$ cat config.mk
export PLATFORM = sky130hd
export DESIGN_NAME = seq_avalon_port
export DESIGN_NICKNAME = d
export VERILOG_FILES = /design/src/rtl/seq_avalon_port.sv
export SDC_FILE = /design/constraint.sdc
export NUM_CORES = 1
export LEC_CHECK = 0
export ABC_CLOCK_PERIOD_IN_PS = 3800
export BUFFER_PORTS_ARGS = -buffer_cell sky130_fd_sc_hd__buf_2
export CORE_MARGIN = 2
export CORE_UTILIZATION = 55
export DETAILED_ROUTE_END_ITERATION = 6
export GPL_ROUTABILITY_DRIVEN = 0
export PLACE_DENSITY = 0.78
export SLEW_MARGIN = 0
export SYNTH_ARGS = -nofsm -noshare
export SYNTH_HDL_FRONTEND = slang
export SYNTH_SLANG_ARGS = --single-unit
$ cat constraint.sdc
create_clock -name clk -period 3.8 [get_ports clk]
set_input_delay 0.19 -clock clk [delete_from_list [all_inputs] [get_ports clk]]
set_output_delay 0.19 -clock clk [all_outputs]
set_load 0.02 [all_outputs]
$ cat src/rtl/seq_avalon_port.sv
// seq_avalon_port: Avalon-MM responder holding two DNA sequence buffers and a direction-result FIFO
// for the alignment solver. Define SEQ_PORT_CYCLES_EN to build the RUN-cycle counter at address 6.
module seq_avalon_port #(
    parameter int MAX_LEN   = 64,
    parameter int RES_DEPTH = 128
) (
    input  logic        clk,
    input  logic        rst,
    input  logic [2:0]  avs_address,
    input  logic        avs_write,
    input  logic [31:0] avs_writedata,
    input  logic        avs_read,
    output logic [31:0] avs_readdata,
    output logic        avs_waitrequest,
    output logic        solve_start,
    output logic        solve_abort,
    output logic [7:0]  len1,
    output logic [7:0]  len2,
    input  logic [7:0]  seq1_addr,
    input  logic [7:0]  seq2_addr,
    output logic [1:0]  seq1_base,
    output logic [1:0]  seq2_base,
    input  logic        dir_valid,
    input  logic [1:0]  dir_data,
    input  logic        dir_last,
    output logic        dir_ready
);
    localparam int SAW = $clog2(MAX_LEN);
    localparam int FAW = $clog2(RES_DEPTH);
    localparam logic [8:0]   MAX_LEN_W = MAX_LEN[8:0];
    localparam logic [FAW:0] DEPTH_W   = RES_DEPTH[FAW:0];

    typedef enum logic [1:0] {ST_IDLE = 2'd0, ST_RUN = 2'd1, ST_DONE = 2'd2} state_t;

    state_t         state_q, state_d;
    logic [7:0]     cnt1_q, cnt1_d, cnt2_q, cnt2_d, len1_q, len1_d, len2_q, len2_d;
    logic           ovf_q, ovf_d, err_q, err_d, start_q, start_d, abort_q, abort_d;
    logic [FAW-1:0] wr_ptr_q, wr_ptr_d, rd_ptr_q, rd_ptr_d;
    logic [FAW:0]   fcnt_q, fcnt_d;
    logic [31:0]    rdata_q, rdata_d, fcnt32, cycles_rd;
    logic [7:0]     fcnt_sat;
    logic [1:0]     seq1_mem_q [MAX_LEN];
    logic [1:0]     seq2_mem_q [MAX_LEN];
    logic [1:0]     fifo_mem_q [RES_DEPTH];
    logic [1:0]     seq1_base_q, seq2_base_q;
    logic           seq1_we, seq2_we;
    logic           wr_ctrl, do_clear, do_start, wr_len, wr_seq1, wr_seq2, rd_pop;
    logic           fifo_pop, fifo_push, start_ok;
    logic           unused_wdata;

    assign wr_ctrl  = avs_write && (avs_address == 3'd0);
    assign do_clear = wr_ctrl && avs_writedata[1];
    assign do_start = wr_ctrl && avs_writedata[0] && !avs_writedata[1];
    assign wr_len   = avs_write && (avs_address == 3'd1);
    assign wr_seq1  = avs_write && (avs_address == 3'd2);
    assign wr_seq2  = avs_write && (avs_address == 3'd3);
    assign rd_pop   = avs_read && (avs_address == 3'd4);

    assign fifo_pop  = rd_pop && (fcnt_q != '0);
    // A pop frees a slot in the same cycle, so a full FIFO can still accept a direction.
    assign dir_ready = (fcnt_q < DEPTH_W) || fifo_pop;
    assign fifo_push = (state_q == ST_RUN) && dir_valid && dir_ready;

    assign start_ok = (len1_q != 8'd0) && (len2_q != 8'd0) &&
                      (len1_q <= cnt1_q) && (len2_q <= cnt2_q) &&
                      ({1'b0, len1_q} <= MAX_LEN_W) && ({1'b0, len2_q} <= MAX_LEN_W);

    always_comb begin
        state_d  = state_q;
        cnt1_d   = cnt1_q;
        cnt2_d   = cnt2_q;
        len1_d   = len1_q;
        len2_d   = len2_q;
        ovf_d    = ovf_q;
        err_d    = err_q;
        start_d  = 1'b0;
        abort_d  = 1'b0;
        seq1_we  = 1'b0;
        seq2_we  = 1'b0;
        wr_ptr_d = fifo_push ? wr_ptr_q + 1'b1 : wr_ptr_q;
        rd_ptr_d = fifo_pop  ? rd_ptr_q + 1'b1 : rd_ptr_q;
        case ({fifo_push, fifo_pop})
            2'b10:   fcnt_d = fcnt_q + 1'b1;
            2'b01:   fcnt_d = fcnt_q - 1'b1;
            default: fcnt_d = fcnt_q;
        endcase

        case (state_q)
            ST_IDLE: begin
                if (wr_len) begin
                    len1_d = avs_writedata[7:0];
                    len2_d = avs_writedata[15:8];
                end
                if (wr_seq1) begin
                    if ({1'b0, cnt1_q} < MAX_LEN_W) begin
                        seq1_we = 1'b1;
                        cnt1_d  = cnt1_q + 8'd1;
                    end else begin
                        ovf_d = 1'b1;
                    end
                end
                if (wr_seq2) begin
                    if ({1'b0, cnt2_q} < MAX_LEN_W) begin
                        seq2_we = 1'b1;
                        cnt2_d  = cnt2_q + 8'd1;
                    end else begin
                        ovf_d = 1'b1;
                    end
                end
                if (do_start) begin
                    if (start_ok) begin
                        state_d = ST_RUN;
                        start_d = 1'b1;
                    end else begin
                        err_d = 1'b1;
                    end
                end
            end
            ST_RUN: begin
                if (fifo_push && dir_last) state_d = ST_DONE;
            end
            ST_DONE: begin
                if (fcnt_d == '0) state_d = ST_IDLE;
            end
            default: state_d = ST_IDLE;
        endcase

        // Clear overrides everything else, including a start written in the same word.
        if (do_clear) begin
            state_d  = ST_IDLE;
            abort_d  = (state_q == ST_RUN);
            cnt1_d   = 8'd0;
            cnt2_d   = 8'd0;
            ovf_d    = 1'b0;
            err_d    = 1'b0;
            seq1_we  = 1'b0;
            seq2_we  = 1'b0;
            wr_ptr_d = '0;
            rd_ptr_d = '0;
            fcnt_d   = '0;
        end
    end

`ifdef SEQ_PORT_CYCLES_EN
    logic [31:0] cycles_q, cycles_d;

    always_comb begin
        cycles_d = cycles_q;
        if (do_clear || start_d) cycles_d = 32'd0;
        else if (state_q == ST_RUN) cycles_d = cycles_q + 32'd1;
    end

    always_ff @(posedge clk) begin
        if (rst) cycles_q <= 32'd0;
        else     cycles_q <= cycles_d;
    end

    assign cycles_rd = cycles_q;
`else
    assign cycles_rd = 32'd0;
`endif

    assign fcnt32   = 32'(fcnt_q);
    assign fcnt_sat = (fcnt32 > 32'd255) ? 8'hFF : fcnt32[7:0];

    always_comb begin
        rdata_d = 32'd0;
        if (avs_read) begin
            case (avs_address)
                3'd0:    rdata_d = {16'h0, fcnt_sat, 4'h0, err_q, ovf_q, state_q};
                3'd4:    rdata_d = fifo_pop ? {1'b1, 29'h0, fifo_mem_q[rd_ptr_q]} : 32'd0;
                3'd5:    rdata_d = 32'h5EA1_0001;
                3'd6:    rdata_d = cycles_rd;
                default: rdata_d = 32'd0;
            endcase
        end
    end

    always_ff @(posedge clk) begin
        if (rst) begin
            state_q  <= ST_IDLE;
            cnt1_q   <= 8'd0;
            cnt2_q   <= 8'd0;
            len1_q   <= 8'd0;
            len2_q   <= 8'd0;
            ovf_q    <= 1'b0;
            err_q    <= 1'b0;
            start_q  <= 1'b0;
            abort_q  <= 1'b0;
            wr_ptr_q <= '0;
            rd_ptr_q <= '0;
            fcnt_q   <= '0;
            rdata_q  <= 32'd0;
        end else begin
            state_q  <= state_d;
            cnt1_q   <= cnt1_d;
            cnt2_q   <= cnt2_d;
            len1_q   <= len1_d;
            len2_q   <= len2_d;
            ovf_q    <= ovf_d;
            err_q    <= err_d;
            start_q  <= start_d;
            abort_q  <= abort_d;
            wr_ptr_q <= wr_ptr_d;
            rd_ptr_q <= rd_ptr_d;
            fcnt_q   <= fcnt_d;
            rdata_q  <= rdata_d;
        end
    end

    // Storage arrays carry no reset; the counts and pointers define what is valid.
    always_ff @(posedge clk) begin
        if (seq1_we)   seq1_mem_q[cnt1_q[SAW-1:0]] <= avs_writedata[1:0];
        if (seq2_we)   seq2_mem_q[cnt2_q[SAW-1:0]] <= avs_writedata[1:0];
        if (fifo_push) fifo_mem_q[wr_ptr_q]        <= dir_data;
        seq1_base_q <= ({1'b0, seq1_addr} < MAX_LEN_W) ? seq1_mem_q[seq1_addr[SAW-1:0]] : 2'd0;
        seq2_base_q <= ({1'b0, seq2_addr} < MAX_LEN_W) ? seq2_mem_q[seq2_addr[SAW-1:0]] : 2'd0;
    end

    assign unused_wdata    = ^avs_writedata[31:16];
    assign avs_readdata    = rdata_q;
    assign avs_waitrequest = 1'b0;
    assign solve_start     = start_q;
    assign solve_abort     = abort_q;
    assign len1            = len1_q;
    assign len2            = len2_q;
    assign seq1_base       = seq1_base_q;
    assign seq2_base       = seq2_base_q;

endmodule

# Yosys cells after proc, flatten, opt, wreduce, memory -nomap -nowiden
# Memory sizes are Yosys's and may differ from the RTL's. A register that Yosys moved wholly into a read port is not among the register bits.
# Index checks and enable logic that the tools add are counted.
[totals]
regBits = 92
ram_bits = 512
inputBits = 59
output_inout_bits = 56
elab_cells = 116
n_memories = 3
[mem_list]
columns = ["memory", "words", "word_bits", "read_ports", "rd_ports_with_merged_regs", "write_ports", "line_no", "source"]
rows = [
  ["fifo_mem_q", 128, 2, 1, 1, 1, "44", "logic [1:0] fifo_mem_q [RES_DEPTH];"],
  ["seq1_mem_q", 64, 2, 1, 1, 1, "42", "logic [1:0] seq1_mem_q [MAX_LEN];"],
  ["seq2_mem_q", 64, 2, 1, 1, 1, "43", "logic [1:0] seq2_mem_q [MAX_LEN];"],
]
[classes]
addsub = 6
n_lt_le_gt_ge = 10
eq_ne = 13
n_mux = 30
bitwise = 5
reduce_logical = 36
[op_table]
columns = ["op", "count"]
rows = [
  ["32-bit one-hot mux with 3 select lines", 1],
  ["8-bit by 7-bit less-than comparator with 1-bit output (second input constant)", 4],
  ["32-bit two-way mux", 1],
  ["8-bit by 1-bit adder with 8-bit output (second input constant)", 3],
  ["8-bit nonzero test", 3],
  ["1-bit two-way mux", 19],
  ["1-bit logical AND", 17],
  ["8-bit by 7-bit <= comparator with 1-bit output (second input constant)", 2],
  ["8-bit <= comparator", 2],
  ["8-bit one-hot mux with 2 select lines", 1],
  ["7-bit by 1-bit adder with 7-bit output (second input constant)", 2],
  ["7-bit two-way mux", 2],
  ["3-bit AND reduction", 3],
  ["8-bit > comparator (second input constant)", 1],
  ["8-bit zero test", 1],
  ["8-bit less-than comparator (second input constant)", 1],
  ["2-bit two-way mux", 4],
  ["8-bit two-way mux", 1],
  ["8-bit by 1-bit subtractor with 8-bit output (second input constant)", 1],
  ["3-bit by 2-bit equality test with 1-bit output (second input constant)", 2],
  ["3-bit equality test (second input constant)", 2],
  ["2-bit inequality test (second input constant)", 3],
  ["2-bit one-hot mux with 3 select lines", 1],
  ["2-bit OR reduction", 3],
  ["12 further kinds", 20],
]

# Depth between registers and ports, before layout
[depth]
ltp_word = 10
mapped_depth = 17

# Worst setup path after synthesis
# Ideal clock, no wire load.
[synth_timing]
kind = "input port to flip-flop"
start = "input avs_address[2]"
end = "register state_q[1]"
arrival_ps = 3502
t_required_ps = 3709
setup_slack_ps = 207
stages = 16
n_path_buf = 3
path_cell_list = "buf_2 nand2_1 o31ai_1 and3_1 inv_1 ha_1 clkbuf_1 clkbuf_1 xor2_1 ha_1 nor3b_1 a2111oi_0 o211ai_1 xor2_1 and3_1 a311oi_1"
[synth_via]
elab_chain_len = 10
[synth_rtl]
columns = ["item", "line_no", "source"]
rows = [
  ["start, declared", "9", "input logic [2:0] avs_address,"],
  ["3-bit equality test (*)", "57", "assign rd_pop = avs_read && (avs_address == 3'd4);"],
  ["1-bit logical AND (*)", "57", ""],
  ["1-bit logical AND (*)", "59", "assign fifo_pop = rd_pop && (fcnt_q != '0);"],
  ["1-bit logical OR (*)", "61", "assign dir_ready = (fcnt_q < DEPTH_W) || fifo_pop;"],
  ["via dir_ready", "26", "output logic dir_ready"],
  ["1-bit logical AND (*)", "62", "assign fifo_push = (state_q == ST_RUN) && dir_valid && dir_ready;"],
  ["2-bit by 1-bit equality test with 1-bit output / 2-bit equality test (equally long branches)", "82", "case ({fifo_push, fifo_pop})"],
  ["8-bit one-hot mux with 2 select lines", "82", ""],
  ["8-bit zero test", "123", "if (fcnt_d == '0) state_d = ST_IDLE;"],
  ["2-bit inequality test (no line)", "--", ""],
  ["4-bit AND reduction (no line) (*)", "--", ""],
  ["end signal, assigned", "195", "state_q <= state_d;"],
  ["end, declared", "35", "state_t state_q, state_d;"],
]
# The timed path passes the listed nets; every way through them passes the cells marked *.
# A chain may end at the register's enable or synchronous reset.

# Worst setup path after layout
[layout_timing]
start = "input avs_address[2]"
end = "register state_q[1]"
[layout_via]
elab_chain_len = 10
[layout_rtl]
columns = ["item", "line_no"]
rows = [
  ["3-bit equality test", "57"],
  ["1-bit logical AND", "57"],
  ["1-bit logical AND", "59"],
  ["1-bit logical OR", "61"],
  ["1-bit logical AND", "62"],
  ["2-bit by 1-bit equality test with 1-bit output / 2-bit equality test (equally long branches)", "82"],
  ["8-bit one-hot mux with 2 select lines", "82"],
  ["8-bit zero test", "123"],
  ["2-bit inequality test (no line)", "--"],
  ["4-bit AND reduction (no line)", "--"],
]
# Several ways; a longest one is shown, not always the timed one.

==> impl_results.html <==
<table>
<tr><th>Metric</th><th>Value</th></tr>
<tr><th colspan="2">Layout</th></tr>
<tr><td>Multi-input gate area in the final layout</td><td>0.00714 mm2</td></tr>
<tr><td>Filler cells</td><td>3,061</td></tr>
<tr><td>Diodes inserted</td><td>0</td></tr>
<tr><td>Synth-to-Final Area Change</td><td>12.3%</td></tr>
<tr><td>Share of final-layout standard cells stronger than drive strength 1</td><td>20.6%</td></tr>
<tr><td>Combined flip-flop and latch cell area</td><td>0.0171 mm2</td></tr>
<tr><td>Most common library cell in the layout ignoring fill and taps</td><td>sky130_fd_sc_hd__edfxtp_1</td></tr>
<tr><td>Top library cells by usage in the layout, fill and taps aside</td><td>sky130_fd_sc_hd__edfxtp_1 (512), sky130_fd_sc_hd__nor2_1 (331), sky130_fd_sc_hd__mux4_2 (149)</td></tr>
<tr><td>Total Nets Final</td><td>1,739</td></tr>
<tr><td>Filler-free cell count of the finished design</td><td>2,297</td></tr>
<tr><th colspan="2">Timing</th></tr>
<tr><td>Ratio of final minimum period to clock period</td><td>84.1%</td></tr>
<tr><td>Max Fclk</td><td>313 MHz</td></tr>
<tr><td>Transition time at the pin with the least slew margin</td><td>1.13 ns</td></tr>
<tr><td>Headroom to the max-slew limit</td><td>24.8%</td></tr>
<tr><td>Final max-slew violation count</td><td>0</td></tr>
<tr><td>Final total negative setup slack</td><td>0 ns</td></tr>
<tr><td>Final number of setup-violating endpoints</td><td>0</td></tr>
<tr><td>Setup clock skew after layout</td><td>0.0137 ns</td></tr>
<tr><td>Unrepaired setup endpoints after global routing</td><td>false</td></tr>
<tr><td>Min Tclk post-route</td><td>3.19 ns</td></tr>
<tr><td>Final hold violations</td><td>0</td></tr>
<tr><th colspan="2">Power and ir drop</th></tr>
<tr><td>Leakage component of the power</td><td>8.95 nW</td></tr>
<tr><td>Largest vdd supply drop</td><td>430 uV</td></tr>
<tr><td>Total power density per cell area</td><td>466 mW/mm2</td></tr>
<tr><th colspan="2">Global routing</th></tr>
<tr><td>Maximum number of pins on one net before global-route repair</td><td>93</td></tr>
<tr><td>Met1 layer usage reported by global route</td><td>30.5%</td></tr>
<tr><td>Vias in the first global route</td><td>14.3k</td></tr>
<tr><td>GR met3 Demand/Resource</td><td>2.98%</td></tr>
<tr><td>Global-route wire length before repair</td><td>81,200 um</td></tr>
<tr><td>Grt ovf</td><td>0</td></tr>
<tr><td>Met2 routing resource usage after global routing</td><td>39.0%</td></tr>
<tr><td>Overall global routing resource usage</td><td>22.7%</td></tr>
<tr><td>Number of antenna violations at the first check in global routing</td><td>0</td></tr>
<tr><td>Layer with the highest usage</td><td>met2</td></tr>
<tr><th colspan="2">Hold path</th></tr>
<tr><td>Origin of the worst min-delay path</td><td>rst</td></tr>
<tr><td>Worst hold path class</td><td>in2reg</td></tr>
<tr><th colspan="2">Clock network</th></tr>
<tr><td>Post-CTS setup buffers</td><td>0</td></tr>
<tr><td>Clock tree root buffer cell</td><td>sky130_fd_sc_hd__clkbuf_16</td></tr>
<tr><td>Clock latency of the later-clocked register in the worst-skew pair</td><td>0.60 ns</td></tr>
<tr><td>Buffers from clock root to sink, at most</td><td>3</td></tr>
<tr><td>Clock tree sinks</td><td>597</td></tr>
<tr><td>Clock tree from TritonCTS</td><td>done</td></tr>
<tr><td>H-Tree Depth</td><td>2</td></tr>
<tr><td>Number of buffers inserted during clock tree synthesis</td><td>56</td></tr>
<tr><td>Register clock-pin slew on the reported worst setup and hold paths</td><td>0.06 ns</td></tr>
<tr><th colspan="2">Setup path</th></tr>
<tr><td>Max FO, Critical Path</td><td>9</td></tr>
<tr><td>Arr. time, crit path</td><td>3.71 ns</td></tr>
<tr><td>CP Launch Point</td><td>avs_address[2]</td></tr>
<tr><td>Largest incremental delay on the critical path</td><td>0.53 ns</td></tr>
<tr><td>R2r startpoint</td><td>fcnt_q[2]$_SDFF_PP0_</td></tr>
<tr><td>Startpoint Class</td><td>input pin</td></tr>
<tr><td>Ordered list of cells on the worst path</td><td>dlygate4sd3_1, buf_2, nand2_1, o31ai_1, and3_1, inv_1, ha_1, xor2_1, ha_1, nor3b_1, a2111oi_0, o211ai_1, xor2_1, and3_1, a311oi_1</td></tr>
<tr><td>Critical path start-end classification</td><td>in2reg</td></tr>
<tr><td>Required time at the worst-slack endpoint</td><td>4.31 ns</td></tr>
<tr><td>Endpoint kind of the worst setup timing path</td><td>flip-flop</td></tr>
<tr><td>Max stage delay cell, worst path</td><td>sky130_fd_sc_hd__dlygate4sd3_1</td></tr>
<tr><th colspan="2">Logic synthesis</th></tr>
<tr><td>Cell Area, Synth</td><td>0.0247 mm2</td></tr>
<tr><td>Sequential-to-total area share from yosys stat</td><td>69.0%</td></tr>
<tr><td>Yosys top cell by area</td><td>sky130_fd_sc_hd__edfxtp_1</td></tr>
<tr><td>Synth top area cells</td><td>sky130_fd_sc_hd__edfxtp_1 (62%), sky130_fd_sc_hd__mux4_2 (14%), sky130_fd_sc_hd__dfxtp_1 (6.9%), sky130_fd_sc_hd__nor2_1 (5.0%), sky130_fd_sc_hd__mux2i_1 (1.5%)</td></tr>
<tr><td>Fraction of synthesized cell area taken by the top area cell type</td><td>62.1%</td></tr>
<tr><td>Cells after Synth</td><td>1,549</td></tr>
<tr><td>Netlist cell types</td><td>54</td></tr>
<tr><td>Flip-flop and latch count after synthesis</td><td>597</td></tr>
<tr><td>EDFF count, synth</td><td>512</td></tr>
<tr><td>Synthesis warning total</td><td>0</td></tr>
<tr><td>Fraction of registers with async set/reset</td><td>0%</td></tr>
<tr><td>Top FF cell, synth</td><td>sky130_fd_sc_hd__edfxtp_1</td></tr>
<tr><td>Mapped Avg Cell Area</td><td>16.0 um2</td></tr>
<tr><th colspan="2">Route</th></tr>
<tr><td>Routed WL</td><td>52,100 um</td></tr>
<tr><td>DRC</td><td>0</td></tr>
<tr><td>Iteration-0 DRC count of the detailed router</td><td>1,399</td></tr>
<tr><td>Via total after detailed routing</td><td>13.7k</td></tr>
<tr><td>Via-to-Cell Ratio</td><td>5.98</td></tr>
<tr><td>Routed wire per std cell</td><td>22.7 um</td></tr>
<tr><td>Antenna Violating Nets Remaining</td><td>0</td></tr>
<tr><td>Iteration count of the initial detailed-routing pass</td><td>5</td></tr>
<tr><th colspan="2">Die</th></tr>
<tr><td>Boundary Pins</td><td>115</td></tr>
<tr><td>Standard-cell rows</td><td>77</td></tr>
<tr><td>Core outline area</td><td>0.0443 mm2</td></tr>
<tr><td>Height of the chip</td><td>216 um</td></tr>
<tr><td>Horizontal extent of the die</td><td>216 um</td></tr>
<tr><td>Initial standard-cell utilization of the core</td><td>55.8%</td></tr>
<tr><td>Die footprint</td><td>0.0467 mm2</td></tr>
<tr><th colspan="2">Placement</th></tr>
<tr><td>Count of buffers inserted at the top-level ports</td><td>86</td></tr>
<tr><td>Post-DP HPWL</td><td>31,300 um</td></tr>
<tr><td>Placed cells</td><td>2,162</td></tr>
<tr><th colspan="2">Run status</th></tr>
<tr><td>Outcome</td><td>finished, final reports clean</td></tr>
<tr><th colspan="2">Job</th></tr>
<tr><td># Max-Cap Violations</td><td>0</td></tr>
</table>
metrics by stage:
| stage | worst slack (ns) | instance area (um2) | total power, mW | utilization [%] | hold WS, ns |
|---|---|---|---|---|---|
| 3_5_place_dp | 0.657 | 25700 | 7.64 | 58.0 | 0.370 |
| 6_report | 0.605 | 27800 | 13.0 | 62.7 | 0.0343 |
| 2_1_floorplan | 0.207 | 24800 | 7.49 | - | 0.265 |
| 4_1_cts | 0.701 | 27800 | 13.0 | 62.7 | 0.00789 |
| 3_3_place_gp | 0.754 | 25700 | 7.63 | 58.0 | 0.367 |
| 5_1_grt | 0.463 | 27800 | 13.3 | 62.7 | 0.0391 |
worst max-delay path: cells and delay by family:
family	cells	cell delay, ns
and+or+nand+nor	4	0.66
AOI/OAI and AO/OA	4	1.27
xor gates and xnor gates	2	0.33
buffers and inverters	3	0.80
adders and majority gates	2	0.45
where the power goes:
part	leakage [nW]	internal, mW	switching, mW
clock	0.868	3.08	2.36
combinational	2.80	0.170	0.237
sequential	5.29	7.11	0.00988
kinds of logic (layout without fill, tap and decap cells):
| kind of cell | count (synthesis) | count (layout) | synth area share [%] |
|---|---|---|---|
| adder cells (fa/ha/maj) | 23 | 23 | 1.16 |
| buffers and inverters | 121 | 266 | 2.31 |
| multiplexers | 186 | 186 | 15.1 |
| other | 1 | 12 | 0.0152 |
| flip-flops | 597 | 597 | 69.0 |
| AO/OA/AOI/OAI | 76 | 76 | 2.07 |
| AND/OR/NAND/NOR | 512 | 512 | 9.21 |
| XOR/XNOR | 33 | 33 | 1.17 |
metal layers:
metal | share of wire [%] | vias to the layer above
li1 | - | 6124
met1 | 39 | 6936
met4 | 2.5 | 0
met5 | 0 | -
met2 | 52 | 561
met3 | 6.6 | 109
state kept, by name, summed over array words and instances (netlist names), 8 cells and up, named ones only:
name          flops
avs_readdata     14
cnt2_q            8
seq2_mem_q      128
seq1_mem_q      128
len1              8
cnt1_q            8
len2              8
fifo_mem_q      256
fcnt_q            8
cell usage after synthesis, types with 4 or more instances:
| master | n |
|---|---|
| sky130_fd_sc_hd__xor2_1 | 17 |
| sky130_fd_sc_hd__dfxtp_1 | 85 |
| sky130_fd_sc_hd__nand2_1 | 38 |
| sky130_fd_sc_hd__o21a_1 | 5 |
| sky130_fd_sc_hd__nand3b_1 | 5 |
| sky130_fd_sc_hd__and3_1 | 7 |
| sky130_fd_sc_hd__mux4_2 | 149 |
| sky130_fd_sc_hd__ha_1 | 23 |
| sky130_fd_sc_hd__nand3_1 | 39 |
| sky130_fd_sc_hd__o31a_1 | 4 |
| sky130_fd_sc_hd__mux2i_1 | 37 |
| sky130_fd_sc_hd__a21oi_1 | 11 |
| sky130_fd_sc_hd__a31oi_1 | 4 |
| sky130_fd_sc_hd__xnor2_1 | 16 |
| sky130_fd_sc_hd__nor3b_1 | 8 |
| sky130_fd_sc_hd__o22ai_1 | 16 |
| sky130_fd_sc_hd__buf_1 | 12 |
| sky130_fd_sc_hd__buf_4 | 28 |
| sky130_fd_sc_hd__buf_2 | 10 |
| sky130_fd_sc_hd__o21ai_0 | 11 |
| sky130_fd_sc_hd__nand4_1 | 17 |
| sky130_fd_sc_hd__nor2_1 | 331 |
| sky130_fd_sc_hd__edfxtp_1 | 512 |
| sky130_fd_sc_hd__a211oi_1 | 8 |
| sky130_fd_sc_hd__inv_1 | 18 |
| sky130_fd_sc_hd__nand2b_1 | 7 |
| sky130_fd_sc_hd__nor3_1 | 10 |
| sky130_fd_sc_hd__clkbuf_1 | 50 |
| sky130_fd_sc_hd__and2_1 | 13 |
| sky130_fd_sc_hd__nor2b_1 | 18 |
layout make-up:
type                    instances  share of cell area, %
flip-flops and latches        597                   61.4
multi-input cells             842                   25.7
clock buffers                  71                   5.43
repair buffers                139                   3.49
well taps                     592                   2.66
clock inverters                35                   1.00
inverters                      21                  0.284
final timing paths:
kind / slack, ns / end / cells past startpoint
worst max register to register: 0.75 / state_q[1]$_SDFFE_PP0P_ / 11
worst min register to register: 0.48 / cnt2_q[7]$_SDFFE_PP0P_ / 2
worst min-delay path: 0.03 / len2[3]$_SDFFE_PP0P_ / 2
worst max-delay path: 0.61 / state_q[1]$_SDFFE_PP0P_ / 15
what timing repair did:
item	4_1_cts	5_1_grt
gates resized for setup	0	0
endpoints found under the hold margin	24	0
hold buffers	29	0
No activity file was read; power rests on OpenSTA's default activity.
